==> config.mk <==
export PLATFORM = sky130hd
export DESIGN_NAME = rc5_key_encoder
export DESIGN_NICKNAME = d
export VERILOG_FILES = /design/src/rtl/rc5_key_encoder.sv
export SDC_FILE = /design/constraint.sdc
export NUM_CORES = 1
export LEC_CHECK = 0
export CORE_ASPECT_RATIO = 1.25
export CORE_MARGIN = 5
export CORE_UTILIZATION = 50
export DETAILED_ROUTE_END_ITERATION = 10
export PLACE_DENSITY = 0.64
export SYNTH_ARGS = -nofsm -noshare
export SYNTH_HDL_FRONTEND = slang
export SYNTH_SLANG_ARGS = --single-unit
==> constraint.sdc <==
create_clock -name clock -period 6.9 [get_ports clock]
set_input_delay 0.69 -clock clock [delete_from_list [all_inputs] [get_ports clock]]
set_output_delay 0.69 -clock clock [all_outputs]
set_load 0.02 [all_outputs]
==> src/rtl/rc5_key_encoder.sv <==
// rc5_key_encoder
//   Keypad front end for the RC-5 transmitter. Each raw button is
//   synchronised and debounced. The lowest-index pressed key is chosen,
//   and a 14-bit RC-5 frame {1,1,toggle,ADDRESS,cmd} is built from it and
//   offered to the Manchester serialiser over a valid/ready handshake.
//   A held key repeats its frame after a fixed gap with the toggle unchanged.
//   Each new press flips the toggle.
//
// Ports
//   clock        : single rising-edge clock
//   reset        : synchronous, active-high
//   keys         : raw asynchronous buttons, 1 = pressed
//   frame_ready  : serialiser can accept a frame
//   frame_valid  : frame holds a frame to transmit
//   frame        : {1,1,toggle,ADDRESS,cmd}, bit 13 transmitted first
//   toggle       : current RC-5 toggle bit
//   key_active   : a key is latched (SEND or GAP)
//   key_index    : index of the latched key
module rc5_key_encoder #(
    parameter int                    NUM_KEYS        = 5,
    parameter int                    DEBOUNCE_CYCLES = 100000,
    parameter int                    REPEAT_GAP      = 5000000,
    parameter logic [4:0]            ADDRESS         = 5'b00000,
    parameter logic [NUM_KEYS*6-1:0] CMD_TABLE       = '0
) (
    input  logic                clock,
    input  logic                reset,
    input  logic [NUM_KEYS-1:0] keys,
    input  logic                frame_ready,
    output logic                frame_valid,
    output logic [13:0]         frame,
    output logic                toggle,
    output logic                key_active,
    output logic [3:0]          key_index
);

    // Counters only need to reach N-1, so $clog2(N) bits suffice.
    localparam int DB_W  = (DEBOUNCE_CYCLES > 1) ? $clog2(DEBOUNCE_CYCLES) : 1;
    localparam int GAP_W = (REPEAT_GAP > 1) ? $clog2(REPEAT_GAP) : 1;
    localparam logic [DB_W-1:0]  DB_LAST  = DB_W'(DEBOUNCE_CYCLES - 1);
    localparam logic [GAP_W-1:0] GAP_LAST = GAP_W'(REPEAT_GAP - 1);

    typedef enum logic [1:0] {IDLE, SEND, GAP} state_t;

    logic [NUM_KEYS-1:0] sync1_q;
    logic [NUM_KEYS-1:0] sync2_q;
    logic [NUM_KEYS-1:0] db_q;
    logic [DB_W-1:0]     db_cnt_q [NUM_KEYS];

    state_t             state_q,  state_d;
    logic               valid_q,  valid_d;
    logic [13:0]        frame_q,  frame_d;
    logic               toggle_q, toggle_d;
    logic [3:0]         idx_q,    idx_d;
    logic [GAP_W-1:0]   gap_q,    gap_d;

    logic               any_pressed;
    logic [3:0]         pri_idx;
    logic [15:0]        db_pad;

    // Command lookup; idx compared against each valid key so that an
    // out-of-range index simply yields zero.
    function automatic logic [5:0] key_cmd(input logic [3:0] idx);
        logic [5:0] c;
        c = '0;
        for (int i = 0; i < NUM_KEYS; i++) begin
            if (idx == 4'(i)) begin
                c = CMD_TABLE[6*i +: 6];
            end
        end
        return c;
    endfunction

    // Two-flop synchroniser followed by per-key debounce. The debounced
    // level only moves after DEBOUNCE_CYCLES consecutive disagreeing samples;
    // any agreeing sample restarts the count.
    always_ff @(posedge clock) begin
        if (reset) begin
            sync1_q <= '0;
            sync2_q <= '0;
            db_q    <= '0;
            for (int i = 0; i < NUM_KEYS; i++) begin
                db_cnt_q[i] <= '0;
            end
        end else begin
            sync1_q <= keys;
            sync2_q <= sync1_q;
            for (int i = 0; i < NUM_KEYS; i++) begin
                if (sync2_q[i] == db_q[i]) begin
                    db_cnt_q[i] <= '0;
                end else if (db_cnt_q[i] == DB_LAST) begin
                    db_q[i]     <= sync2_q[i];
                    db_cnt_q[i] <= '0;
                end else begin
                    db_cnt_q[i] <= db_cnt_q[i] + DB_W'(1);
                end
            end
        end
    end

    // Lowest index wins: scan downwards so the last hit is the smallest.
    always_comb begin
        pri_idx     = '0;
        any_pressed = |db_q;
        for (int i = NUM_KEYS - 1; i >= 0; i--) begin
            if (db_q[i]) begin
                pri_idx = 4'(i);
            end
        end
    end

    // Zero-padded copy so the 4-bit latched index can address it directly.
    assign db_pad = 16'(db_q);

    always_comb begin
        state_d  = state_q;
        valid_d  = valid_q;
        frame_d  = frame_q;
        toggle_d = toggle_q;
        idx_d    = idx_q;
        gap_d    = gap_q;
        case (state_q)
            IDLE: begin
                if (any_pressed) begin
                    idx_d    = pri_idx;
                    toggle_d = ~toggle_q;
                    frame_d  = {2'b11, ~toggle_q, ADDRESS, key_cmd(pri_idx)};
                    valid_d  = 1'b1;
                    state_d  = SEND;
                end
            end
            SEND: begin
                // Key release here is deliberately ignored: the frame goes out.
                if (valid_q && frame_ready) begin
                    valid_d = 1'b0;
                    gap_d   = GAP_LAST;
                    state_d = GAP;
                end
            end
            GAP: begin
                if (gap_q == '0) begin
                    // Repeat keeps frame and toggle exactly as they were.
                    if (db_pad[idx_q]) begin
                        valid_d = 1'b1;
                        state_d = SEND;
                    end else begin
                        state_d = IDLE;
                    end
                end else begin
                    gap_d = gap_q - GAP_W'(1);
                end
            end
            default: begin
                state_d = IDLE;
            end
        endcase
    end

    always_ff @(posedge clock) begin
        if (reset) begin
            state_q  <= IDLE;
            valid_q  <= 1'b0;
            frame_q  <= '0;
            toggle_q <= 1'b0;
            idx_q    <= '0;
            gap_q    <= '0;
        end else begin
            state_q  <= state_d;
            valid_q  <= valid_d;
            frame_q  <= frame_d;
            toggle_q <= toggle_d;
            idx_q    <= idx_d;
            gap_q    <= gap_d;
        end
    end

    assign frame_valid = valid_q;
    assign frame       = frame_q;
    assign toggle      = toggle_q;
    assign key_active  = (state_q != IDLE);
    assign key_index   = idx_q;

endmodule

==> run_results.csv, run 1 <==
group,metric,value,unit
outcome,status,"complete, no violations",
finish,antenna_cells,0,
flow_run,max_cap_viol_count,0,
cts,cts_max_path_buffers,2,
yosys,synth_top_family_by_area,"simple AND/OR/NAND/NOR gates",
timing,rsz0062_at_grt,"false",
setup_path,crit_arrival,2610,ps
timing,finalMaxSlewViolations,0,
drt,vias,4976,
min_path,hold_path_class,"flip-flop to flip-flop",
timing,max_freq,0.403,GHz
global_routing,grt_pass1_vias,4844,
finish,drive_above_1_share,5.87,%
setup_path,start_kind,"flip-flop",
cts,cts_buffers,17,
timing,holdWs,438,ps
yosys,synth-adder-area-share,1.29,%
drt,viasPerCell,5.22,
finish,fin_util,59.4,%
cts,ctsResizeCount,0,
cts,cts_sinks,131,
yosys,syn-instance-count,675,
yosys,synth-compound-area-share,4.28,%
global_routing,overflow,0,
timing,setup_violations,0,
timing,period_share,35.9,%
placement,dp_hpwl,9.18,mm
timing,period_needed,2480,ps
drt,drt_first_iter_violations,195,
timing,hold_viol_final,0,
global_routing,grt_usage,17.0,%
setup_path,crit_fanout,17,
timing,skew,7.39,ps
cts,h-tree-depth,4,
yosys,muxShareOfSynthArea,1.03,%
cts,cts_tree,"built",
finish,final_nets,785,
global_routing,grt_antenna_before_repair,0,
timing,setup_tns,0,ps
finish,syn_to_final_growth,16.5,%
setup_path,slowest_delay,660,ps
yosys,synthSimpleGateAreaFrac,26.3,%
pwr,leakage,2.87,nW
yosys,ys_seq_area_share,51.2,%
placement,place.gp.congestion,0.831,
drt,drc,0,
die,core_area,13300,sq um
drt,drtPass1Iterations,4,
yosys,synth_ff_type,"edfxtp_1",
drt,ant_nets,0,
cts,path_clk_slew,60,ps
yosys,synth_xor_area_share,12.0,%
yosys,synth_area,6780,sq um
die,io_pins,29,
setup_path,slowest_stage,"or4b_2",
die,row_count,47,
timing,relSlewSlack,50.4,%
cts,cts_setup_buffers,0,
die,initial_core_util,51.0,%
die,die_area,16000,sq um
setup_path,endpoint_kind,"flip-flop",
yosys,synth-edff-count,85,
global_routing,grt_max_degree,44,
drt,wl,12.8,mm
drt,wl_per_cell,13.4,microns
placement,placement.io_buffers,16,
timing,worst-slew-pin-transition,745,ps
cts,cts_root_buf,"clkbuf_16",
setup_path,path_cells,"or4b_2 -> nor4_1 -> and4_1 -> or3_1 -> nor2_1",
setup_path,cp.required,7030,ps
die,die_h,140,microns
pwr,ir_drop,0.148,mV
cts,holdBufCountCts,0,
setup_path,rrSetupSlack,4420,ps
yosys,yosysWarnings,0,
yosys,yosysUniqueCellTypes,51,
yosys,synthArstFlopShare,0,%
setup_path,critPathKind,"flip-flop to flip-flop",
cts,clock_latency,410,ps
die,die_w,114,microns
global_routing,grt_pass1_wl,22.2,mm
yosys,syn_avg_cell_area,10.0,sq um
yosys,ys_seq_elements,131,
pwr,p_per_area,233,nW/um^2
[report_power, final]
part	leakage (nW)	switching (mW)	internal, mW	total, mW
logic	1.32	0.0367	0.0223	0.0589
clock network	0.299	0.336	0.561	0.897
registers	1.25	0.0254	0.859	0.885
[cell families (layout without fill, tap and decap cells)]
| group | Yosys count | after routing |
|---|---|---|
| and+or+nand+nor | 341 | 341 |
| AOI/OAI and AO/OA | 45 | 45 |
| DFF | 131 | 131 |
| buffers and inverters | 49 | 62 |
| other | 2 | 97 |
| adders and majority gates | 7 | 7 |
| xor gates and xnor gates | 93 | 93 |
| muxes | 7 | 7 |
[worst max-delay path: cells and delay by family, from the launching register on]
kind	cells	cell delay, ps
flops	1	460
simple gates	5	1750
[layout by cell type (no fill, tap or decap), types with 4 or more instances in the layout]
cell type        Yosys  final
a211oi_1            10     10
a21oi_1             19     19
and3_1              16     16
and4_1               7      7
and4b_1              4      4
clkbuf_16            0     18
clkdlybuf4s50_1      0     15
clkinv_2             0      5
conb_1               2     97
dfxtp_1             46     46
edfxtp_1            85     85
ha_1                 7      7
inv_1               14     14
mux2i_1              7      7
nand2_1             31     31
nand2b_1             5      5
nand3_1             43     43
nand4_1             23     23
nor2_1             125    125
nor2b_1             11     11
nor3_1              27     27
nor4_1              10     10
nor4b_1              4      4
or3_1                9      9
or4_1                8      8
xnor2_1             39     39
xor2_1              54     54
[stage by stage]
stage | total power [mW] | std cells | worst slack, ps | area [sq um]
finish | 1.84 | 954 | 4420 | 7900
global route | 1.91 | 954 | 4240 | 7900
CTS | 1.86 | 954 | 4380 | 7900
detailed placement | 0.958 | 922 | 4330 | 7310
global placement | 0.956 | 922 | 4400 | 7310
floorplan | 0.947 | 770 | 4680 | 7130
[state kept, by name (all words and copies together) (netlist names)]
register	count
db_cnt_q	85
db_q	5
frame	2
frame_valid	1
gap_q	23
key_index	3
state_q	2
sync1_q	5
sync2_q	5
[path summary, 6_finish.rpt]
| check | from | end | cells after the start |
|---|---|---|---|
| worst max-delay path | db_cnt_q[1][12] | db_cnt_q[1][14] | 5 |
| worst min-delay path | sync1_q[3] | sync2_q[3] | 1 |
| worst max register to register | db_cnt_q[1][12] | db_cnt_q[1][14] | 5 |
| worst min register to register | sync1_q[3] | sync2_q[3] | 1 |
[routing by layer]
metal	share of wire (%)	track usage, %	wire [microns]	up-vias
met2	49	28.0	6330	58
met4	1.9	6.88	242	0
li1	-	-	-	2511
met5	0	0	0	-
met3	2.2	3.84	283	19
met1	47	21.6	5970	2388
[Yosys cell counts (all sizes together), types with 2 or more instances]
library cell    n  area, sq um
a211oi         10         75.1
a21oi          19         95.1
and3           16          100
and4            7         61.3
and4b           4         40.0
buf            23          153
clkbuf         12         45.0
conb            2         7.51
dfxtp          46          921
edfxtp         85         2550
ha              7         87.6
inv            14         52.6
mux2i           7         70.1
nand2          31          116
nand2b          5         31.3
nand3          43          215
nand4          23          144
nor2          125          469
nor2b          11         68.8
nor3           27          135
nor3b           2         20.0
nor4           13          109
nor4b           4         35.0
nor4bb          3         30.0
o21ai           5         25.0
o31ai           3         22.5
or3             9         56.3
or4            11         93.8
or4b            3         30.0
xnor2          39          342
xor2           54          473
[cell type report]
cell class / instances / area (sq um)
Fill cell: 1194 / 5390
Sequential cell: 131 / 3470
Multi-Input combinational cell: 590 / 3410
Clock buffer: 19 / 464
Tap cell: 171 / 214
Timing Repair Buffer: 16 / 155
Clock inverter: 13 / 129
Inverter: 14 / 52.6
(Power assumes the default switching activity.)
==> run 2, diff against run 1 <==
==> constraint.sdc (replaced) <==
create_clock -name clock -period 2.3 [get_ports clock]
set_input_delay 0.23 -clock clock [delete_from_list [all_inputs] [get_ports clock]]
set_output_delay 0.23 -clock clock [all_outputs]
set_load 0.02 [all_outputs]
==> run_results.csv, run 2 (synthesis results as in run 1) <==
group,metric,value,unit
placement,dp_hpwl,9.21,mm
drt,wl_per_cell,13.1,microns
cts,holdBufCountCts,0,
timing,skew,8.52,ps
drt,drt_first_iter_violations,159,
die,row_count,47,
setup_path,crit_buf_inv,0,
setup_path,r2r-end,"gap_q[2]",
cts,cts_buffers,17,
timing,finalMaxSlewViolations,0,
finish,final_nets,809,
drt,drc,0,
finish,largest_register_ffs,85,
global_routing,grt_antenna_before_repair,0,
placement,placement.io_buffers,16,
finish,largest-register,"db_cnt_q",
setup_path,critPathKind,"flip-flop to flip-flop",
timing,setup_violations,0,
die,initial_core_util,51.0,%
min_path,hold_end,"db_q[4]",
drt,ant_nets,0,
die,io_pins,29,
setup_path,rrSetupSlack,70,ps
drt,wl,12.8,mm
outcome,status,"complete, no violations",
cts,cts_max_path_buffers,2,
cts,cts_sinks,131,
setup_path,slowest_delay,650,ps
timing,timing.final.ws_setup,68.1,ps
setup_path,endpoint_kind,"flip-flop",
setup_path,r2r-start,"gap_q[18]",
placement,place.gp.congestion,0.856,
finish,final_common_cell,"nor2_1",
cts,path_clk_slew,50,ps
placement,pre_cts_ws,44.2,ps
die,die_h,140,microns
global_routing,grt_max_degree,24,
pwr,ir_drop,0.472,mV
timing,period_share,97.0,%
timing,relSlewSlack,61.3,%
cts,cts_tree,"built",
global_routing,grt_pass1_vias,4739,
global_routing,grt_usage,16.6,%
finish,antenna_cells,0,
cts,clock_latency,410,ps
pwr,leakage,2.99,nW
timing,max_freq,0.448,GHz
cts,h-tree-depth,4,
timing,worst-slew-pin-transition,580,ps
setup_path,crit_arrival,2520,ps
drt,viasPerCell,5.11,
global_routing,overflow,0,
setup_path,start_kind,"flip-flop",
flow_run,max_cap_viol_count,0,
setup_path,crit_fanout,8,
timing,setup_tns,0,ps
finish,largestRegisters,"db_cnt_q x85, gap_q x23",
finish,drive_above_1_share,8.55,%
drt,drtPass1Iterations,4,
setup_path,slowest_stage,"or4_4",
pwr,p_per_area,670,nW/um^2
setup_path,rr_worst_depth,5,
setup_path,cp.required,2590,ps
die,core_area,13300,sq um
setup_path,path_cells,"or4_1 -> or4_4 -> nor4_4 -> a31o_2 -> nor3_1",
min_path,hold_start,"reset",
finish,layout_common_cells,"nor2_1, conb_1, edfxtp_1, xor2_1, dfxtp_1",
die,die_area,16000,sq um
global_routing,grt_pass1_wl,21.7,mm
finish,syn_to_final_growth,19.5,%
timing,rsz0062_at_grt,"false",
min_path,min_delay_path_depth,2,
min_path,hold_path_class,"input pin to flip-flop",
setup_path,crit_family,"simple AND/OR/NAND/NOR gates",
timing,period_needed,2230,ps
timing,hold_viol_final,0,
drt,vias,4998,
cts,cts_root_buf,"clkbuf_16",
die,die_w,114,microns
[run 2: per-stage QoR]
| step | util (%) | instances | hold slack, ps | instance area (sq um) | power, mW |
|---|---|---|---|---|---|
| 2_1_floorplan | - | 770 | 358 | 7130 | 2.84 |
| 3_3_place_gp | 56.3 | 944 | 425 | 7480 | 2.88 |
| 3_5_place_dp | 56.3 | 944 | 425 | 7480 | 2.88 |
| 4_1_cts | 60.6 | 976 | 230 | 8060 | 5.49 |
| 5_1_grt | 61.0 | 978 | 247 | 8100 | 5.66 |
| 6_report | 61.0 | 978 | 231 | 8100 | 5.43 |
[run 2: timing repair]
action,in CTS,in global routing
buffers inserted,0,2
resized for setup,0,7
setup endpoints to repair,0,28
[run 2: layer usage]
layer	GRT usage (%)	wire [microns]	share of wire, %
met1	21.3	6010	47
met4	6.94	204	1.6
met2	27.0	6230	49
met5	0	0	0
met3	3.88	364	2.8
[run 2: worst max path at each step]
stage / end / slack, ps / from / cells after the start
floorplan: db_cnt_q[1][10] / 80 / db_cnt_q[1][12] / 7
global route: gap_q[2] / 4 / gap_q[0] / 7
detailed placement: gap_q[2] / 40 / gap_q[0] / 7
finish: gap_q[2] / 70 / gap_q[18] / 5
CTS: gap_q[2] / 20 / gap_q[0] / 7
global placement: gap_q[2] / 130 / gap_q[0] / 7
[run 2: where the power goes]
part	switching [mW]	total [mW]	internal, mW
clock network	0.930	2.59	1.66
registers	0.0750	2.65	2.58
logic	0.112	0.185	0.0736
total	1.12	5.43	4.32
[run 2: layout make-up]
type,count,area (sq um)
fill,1194,5190
sequential,131,3470
multi-input combinational,590,3440
clock buffer,28,528
timing repair buffer,40,348
tap,171,214
inverter,14,52.6
clock inverter,4,45.0
